<file path="config.mk">
export PLATFORM = sky130hd
export DESIGN_NAME = pipe_stage_reg_flat
export DESIGN_NICKNAME = d
export VERILOG_FILES = /design/src/rtl/pipe_stage_reg_if.sv /design/src/rtl/pipe_stage_reg.sv /design/src/flat_wrapper.sv
export SDC_FILE = /design/constraint.sdc
export NUM_CORES = 1
export LEC_CHECK = 0
export ABC_AREA = 1
export BUFFER_PORTS_ARGS = -buffer_cell sky130_fd_sc_hd__buf_2
export CAP_MARGIN = 20
export CORE_UTILIZATION = 52
export CTS_CLUSTER_SIZE = 25
export DETAILED_ROUTE_END_ITERATION = 16
export GPL_TIMING_DRIVEN = 0
export PLACE_DENSITY = 0.86
export SETUP_SLACK_MARGIN = 0.05
export SLEW_MARGIN = 25
export SYNTH_ARGS = -nofsm -noshare
export SYNTH_HDL_FRONTEND = slang
export SYNTH_SLANG_ARGS = --single-unit
</file>
<file path="constraint.sdc">
create_clock -name clk -period 3.5 [get_ports clk]
set_clock_uncertainty 0.15 [all_clocks]
set_input_delay 0.35 -clock clk [delete_from_list [all_inputs] [get_ports clk]]
set_output_delay 0.35 -clock clk [all_outputs]
set_load 0.1 [all_outputs]
</file>
<file path="src/rtl/pipe_stage_reg_if.sv">
// Handshake bundle for pipe_stage_reg: upstream valid/ready/data and downstream valid/ready/data.
// slave is the stage's view; master is the view of whatever feeds and drains it.
interface pipe_stage_reg_if #(
  parameter int unsigned DATA_W = 64
);
  logic              in_valid;
  logic              in_ready;
  logic [DATA_W-1:0] in_data;
  logic              out_valid;
  logic              out_ready;
  logic [DATA_W-1:0] out_data;

  modport slave (
    input  in_valid, in_data, out_ready,
    output in_ready, out_valid, out_data
  );

  modport master (
    output in_valid, in_data, out_ready,
    input  in_ready, out_valid, out_data
  );
endinterface

</file>
<file path="src/rtl/pipe_stage_reg.sv">
// Inter-stage pipeline register with valid/ready handshake, hazard stall, flush-to-bubble and perf counters.
// Define PIPE_STAGE_SKID_EN to add a skid register that removes the out_ready -> in_ready path.
module pipe_stage_reg #(
  parameter int unsigned       DATA_W     = 64,
  parameter logic [DATA_W-1:0] RESET_VAL  = '0,
  parameter logic [DATA_W-1:0] BUBBLE_VAL = '0,
  parameter int unsigned       CNT_W      = 16
) (
  input  logic             clk,
  input  logic             reset,
  pipe_stage_reg_if.slave  bus,
  input  logic             stall,
  input  logic             flush,
  output logic [1:0]       level,
  output logic [CNT_W-1:0] stall_cnt
);
  logic              valid_q;
  logic [DATA_W-1:0] data_q;
  logic              ready;
  logic              accept;
  logic              deliver;

  assign accept        = bus.in_valid && ready;
  assign deliver       = valid_q && bus.out_ready;
  assign bus.in_ready  = ready;
  assign bus.out_valid = valid_q;
  assign bus.out_data  = data_q;

`ifdef PIPE_STAGE_SKID_EN
  logic              skid_valid_q;
  logic [DATA_W-1:0] skid_data_q;

  assign ready = !stall && !skid_valid_q;
  assign level = {1'b0, valid_q} + {1'b0, skid_valid_q};

  always_ff @(posedge clk or negedge reset) begin
    if (!reset) begin
      valid_q      <= 1'b0;
      data_q       <= RESET_VAL;
      skid_valid_q <= 1'b0;
      skid_data_q  <= '0;
    end else if (flush) begin
      valid_q      <= 1'b0;
      data_q       <= BUBBLE_VAL;
      skid_valid_q <= 1'b0;
    end else if (deliver) begin
      // A full skid holds the older beat and also keeps ready low, so no accept can race it.
      if (skid_valid_q) begin
        data_q       <= skid_data_q;
        skid_valid_q <= 1'b0;
      end else if (accept) begin
        data_q <= bus.in_data;
      end else begin
        valid_q <= 1'b0;
      end
    end else if (accept) begin
      if (valid_q) begin
        skid_data_q  <= bus.in_data;
        skid_valid_q <= 1'b1;
      end else begin
        data_q  <= bus.in_data;
        valid_q <= 1'b1;
      end
    end
  end
`else
  assign ready = !stall && (!valid_q || bus.out_ready);
  assign level = {1'b0, valid_q};

  always_ff @(posedge clk or negedge reset) begin
    if (!reset) begin
      valid_q <= 1'b0;
      data_q  <= RESET_VAL;
    end else if (flush) begin
      valid_q <= 1'b0;
      data_q  <= BUBBLE_VAL;
    end else if (accept) begin
      data_q  <= bus.in_data;
      valid_q <= 1'b1;
    end else if (deliver) begin
      valid_q <= 1'b0;
    end
  end
`endif

  // Back-pressure counter ignores flush; only reset clears it.
  always_ff @(posedge clk or negedge reset) begin
    if (!reset) begin
      stall_cnt <= '0;
    end else if (bus.in_valid && !ready && (stall_cnt != '1)) begin
      stall_cnt <= stall_cnt + CNT_W'(1);
    end
  end
endmodule

</file>
<file path="src/flat_wrapper.sv">
// flat-port wrapper written by rule: the top's interface ports become plain ports
module pipe_stage_reg_flat 
#(
  parameter int unsigned       DATA_W     = 64,
  parameter logic [DATA_W-1:0] RESET_VAL  = '0,
  parameter logic [DATA_W-1:0] BUBBLE_VAL = '0,
  parameter int unsigned       CNT_W      = 16
)
  (clk, reset, stall, flush, level, stall_cnt, bus_in_valid, bus_in_data, bus_out_ready, bus_in_ready, bus_out_valid, bus_out_data);
  pipe_stage_reg_if #(.DATA_W(DATA_W)) bus_i ();
  input  logic clk;
  input  logic reset;
  input  logic stall;
  input  logic flush;
  output logic [1:0] level;
  output logic [CNT_W-1:0] stall_cnt;
  input wire logic [$bits(bus_i.in_valid)-1:0] bus_in_valid;
  input wire logic [$bits(bus_i.in_data)-1:0] bus_in_data;
  input wire logic [$bits(bus_i.out_ready)-1:0] bus_out_ready;
  output wire logic [$bits(bus_i.in_ready)-1:0] bus_in_ready;
  output wire logic [$bits(bus_i.out_valid)-1:0] bus_out_valid;
  output wire logic [$bits(bus_i.out_data)-1:0] bus_out_data;
  assign bus_i.in_valid = bus_in_valid;
  assign bus_i.in_data = bus_in_data;
  assign bus_i.out_ready = bus_out_ready;
  assign bus_in_ready = bus_i.in_ready;
  assign bus_out_valid = bus_i.out_valid;
  assign bus_out_data = bus_i.out_data;
  pipe_stage_reg #(.DATA_W(DATA_W), .RESET_VAL(RESET_VAL), .BUBBLE_VAL(BUBBLE_VAL), .CNT_W(CNT_W)) u_core (.clk(clk), .reset(reset), .bus(bus_i), .stall(stall), .flush(flush), .level(level), .stall_cnt(stall_cnt));
endmodule
</file>
==> flow_metrics.tcl <==
set metrics [dict create \
    drt_pre_antenna_iters 4 \
    postCtsResizedCells 0 \
    seqPwrFrac 0.389 \
    core-area_mm2 0.00679 \
    ys_top_cells_by_area "sky130_fd_sc_hd__dfrtp_1 (55%), sky130_fd_sc_hd__nand3_1 (11%), sky130_fd_sc_hd__o21ai_0 (8.3%), sky130_fd_sc_hd__nand2_1 (7.9%), sky130_fd_sc_hd__inv_1 (7.2%)" \
    cp_max_fo 4 \
    synth-seq-cells 81 \
    grt_pass1_wl_um 14600 \
    number_of_drc_violations_after_detailed_routing_iteration_0 146 \
    status "complete, no violations" \
    postCtsSetupRepairBufs 0 \
    die_y_extent_um 86.1 \
    synthesis.area_mm2 0.00367 \
    port_buffers 152 \
    initial_core_util 0.541 \
    total_cts_buffers 9 \
    final.period_utilization 0.558 \
    max-vdd-ir-drop_mv 0.325 \
    timing.critical_path.cells "nand2_1 > nand2_1 > inv_1 > buf_2" \
    chipWidth_um 86.1 \
    areaGrowthSynthToFinish_pct 30.2 \
    n_antenna_cell 0 \
    clock_power_share 0.223 \
    yosys_warnings 0 \
    power_frac_comb 0.388 \
    grt_max_degree 57 \
    cts_hold_buffers 1 \
    yosys.area.top_type "sky130_fd_sc_hd__dfrtp_1" \
    clk_slew_on_worst_s_h_paths_ns 0.09 \
    cp.required_ns 3.00 \
    dp.final_hpwl_um 6690 \
    clock-root-buffer "sky130_fd_sc_hd__clkbuf_8" \
    vias 3423 \
    final_layout_size_suffix_gt1_frac 0.325 \
    syn_nets 505 \
    nNetsFinal 670 \
    detailedPlace.worstSlack_ns 1.75 \
    powerDensity_mw_per_mm2 595 \
    max_cap_violations 0 \
    gp_routability_congestion 0.821 \
    ant_nets 0 \
    p_leak_nw 2.57 \
    die_area_mm2 0.00741 \
    worst_slew_margin_rel 0.659 \
    yosys.cell_types.count 24 \
    power.internal_mw 1.49 \
    timing.final.hold_violations 0 \
    cts_tree "built" \
    cts-root-to-sink-buffers 2 \
    cpMaxStageDelayCell "sky130_fd_sc_hd__buf_2" \
    critical_path.startpoint_type "flop" \
    timing.setup.critical_path_class "flop to output port" \
    hold_path.class "input pin to flop" \
    ys_dominant_reg_cell "sky130_fd_sc_hd__dfrtp_1" \
    worstMarginPinSlew_ns 0.514 \
    drc_errors 0 \
    critical-path-max-stage-delay_ns 0.42 \
    share_of_synthesized_registers_carrying_an_async_set_or_reset 1.00 \
    cts_num_sinks 81 \
    crit_top_cell "sky130_fd_sc_hd__nand2_1" \
    synthDominantCellAreaShare 0.552 \
    yosysSeqAreaShare 0.552 \
    postSynthCellCount 434 \
    global_route.overflow_total 0 \
    switching_share 0.477 \
    vias_in_the_first_global_route 3176 \
    antenna_violations_before_repair 0 \
    timing.final.setup_violations 0 \
    maxClockFrequency_ghz 0.512 \
    crit_arrival_ns 1.45 \
    setup_repair_after_global_routing_missed_its_margin "no" \
    netlist_top_cells_count "sky130_fd_sc_hd__dfrtp_1 (81), sky130_fd_sc_hd__nand3_1 (80), sky130_fd_sc_hd__nand2_1 (77)" \
    wire_per_inst_um 12.8 \
    floorplan.rows 30 \
    period_minus_slack_ns 1.95 \
    routed_via_count_divided_by_cell_count 4.89 \
    finalWorstSetupSlack_ns 1.55 \
    clock_insertion_delay_worst_skew_ns 0.34 \
    routed_wl_um 8930 \
    groute.usage.overall 0.252 \
    timing_max_transition_violations_final 0 \
    synth_enable_flop_cells 0 \
    total_negative_setup_slack_ns 0 \
    netSwitchingPower_mw 1.36 \
    post-synth-top-count-cell "sky130_fd_sc_hd__dfrtp_1" \
    htreeDepth 3 \
    worstSetupEndpointType "output port" \
    syn_avg_cell_area_um2 8.47 \
    design.portCount 154 \
]
## critical path, delay by kind of cell (launching register included)
kind                   cells  cell delay (ns)
buffers and inverters      2             0.51
DFF                        1             0.40
and+or+nand+nor            2             0.20
## state kept, by name, indices dropped and copies added, names as in the netlist
signal                flops
u_core.bus.out_valid      1
u_core.stall_cnt         16
u_core.bus.out_data      64
## power by group through the flow
stage | clock [mW] | combinational, mW | sequential, mW
after floorplan | 0 | 0.194 | 1.81
after global placement | 0 | 1.09 | 1.12
after detailed placement | 0 | 1.11 | 1.12
after CTS | 0.645 | 1.11 | 1.11
after global routing | 0.687 | 1.16 | 1.12
final | 0.636 | 1.10 | 1.11
## area by class of cell
cell class	count	area [um2]
clock inverter	6	50.0
buffer	23	135
timing repair buffer	154	801
multi-input combinational	257	1240
fill	543	2010
clock buffer	10	138
tap	96	120
inverter	73	274
sequential	81	2030
## routing by layer
layer | routed length, um | vias to the layer above | GRT usage
met2 | 4320 | 117 | 0.410
li1 | - | 1707 | -
met5 | 0 | - | 0
met4 | 194 | 0 | 0.100
met3 | 500 | 15 | 0.0481
met1 | 3920 | 1584 | 0.333
## path summary, 6_finish.rpt
path                            slack, ns                                 from  cells past startpoint                             endpoint
worst max-delay path                 1.55     u_core.bus.out_valid$_DFFE_PN0P_                      4                         bus_in_ready
worst min-delay path                 0.02                                flush                      2     u_core.bus.out_valid$_DFFE_PN0P_
worst max register to register       1.74      u_core.stall_cnt[0]$_DFFE_PN0P_                      9      u_core.stall_cnt[5]$_DFFE_PN0P_
worst min register to register       0.37  u_core.bus.out_data[59]$_DFFE_PN0P_                      2  u_core.bus.out_data[59]$_DFFE_PN0P_
max in group asynchronous            2.31                                reset                      3  u_core.bus.out_data[50]$_DFFE_PN0P_
min in group asynchronous            0.31                                reset                      2      u_core.stall_cnt[5]$_DFFE_PN0P_
## per-stage QoR
stage | utilization | power (mW) | hold WS [ns] | instances | instance area, um2
after detailed placement | 0.675 | 2.23 | 0.140 | 683 | 4590
after CTS | 0.704 | 2.86 | 0.0181 | 700 | 4780
after floorplan | - | 2.01 | -0.0956 | 434 | 3670
after global placement | 0.671 | 2.21 | 0.342 | 682 | 4560
after global routing | 0.704 | 2.97 | 0.0263 | 700 | 4780
final | 0.704 | 2.85 | 0.0247 | 700 | 4780
## cell families (layout without fill, tap and decap cells)
group	Yosys count	after routing	synth area share
adder cells (fa/ha/maj)	1	1	0.00340
flip-flops	81	81	0.552
other	1	1	0.00102
AND/OR/NAND/NOR	184	184	0.227
buffers and inverters	96	266	0.111
AO/OA/AOI/OAI	65	65	0.0916
XOR/XNOR	6	6	0.0143
## layout by cell type (no fill, tap or decap)
cell	count
sky130_fd_sc_hd__xnor2_1	1
sky130_fd_sc_hd__nand3b_1	1
sky130_fd_sc_hd__inv_6	2
sky130_fd_sc_hd__xor2_1	5
sky130_fd_sc_hd__buf_2	154
sky130_fd_sc_hd__ha_1	1
sky130_fd_sc_hd__nand4_1	3
sky130_fd_sc_hd__conb_1	1
sky130_fd_sc_hd__a21oi_1	1
sky130_fd_sc_hd__o21ai_2	3
sky130_fd_sc_hd__buf_6	1
sky130_fd_sc_hd__nand3_2	1
sky130_fd_sc_hd__nand3_1	80
sky130_fd_sc_hd__clkinvlp_4	2
sky130_fd_sc_hd__clkbuf_1	4
sky130_fd_sc_hd__dfrtp_1	81
sky130_fd_sc_hd__clkbuf_8	10
sky130_fd_sc_hd__nor2_2	3
sky130_fd_sc_hd__buf_4	11
sky130_fd_sc_hd__dlygate4sd3_1	1
sky130_fd_sc_hd__buf_16	1
sky130_fd_sc_hd__nor2_1	16
sky130_fd_sc_hd__nand2_2	1
sky130_fd_sc_hd__nor2_4	2
sky130_fd_sc_hd__nand2_1	77
sky130_fd_sc_hd__clkinv_4	2
sky130_fd_sc_hd__o21ai_0	61
sky130_fd_sc_hd__inv_1	70
sky130_fd_sc_hd__inv_2	3
sky130_fd_sc_hd__buf_1	5
No activity file was read; power rests on OpenSTA's default activity.
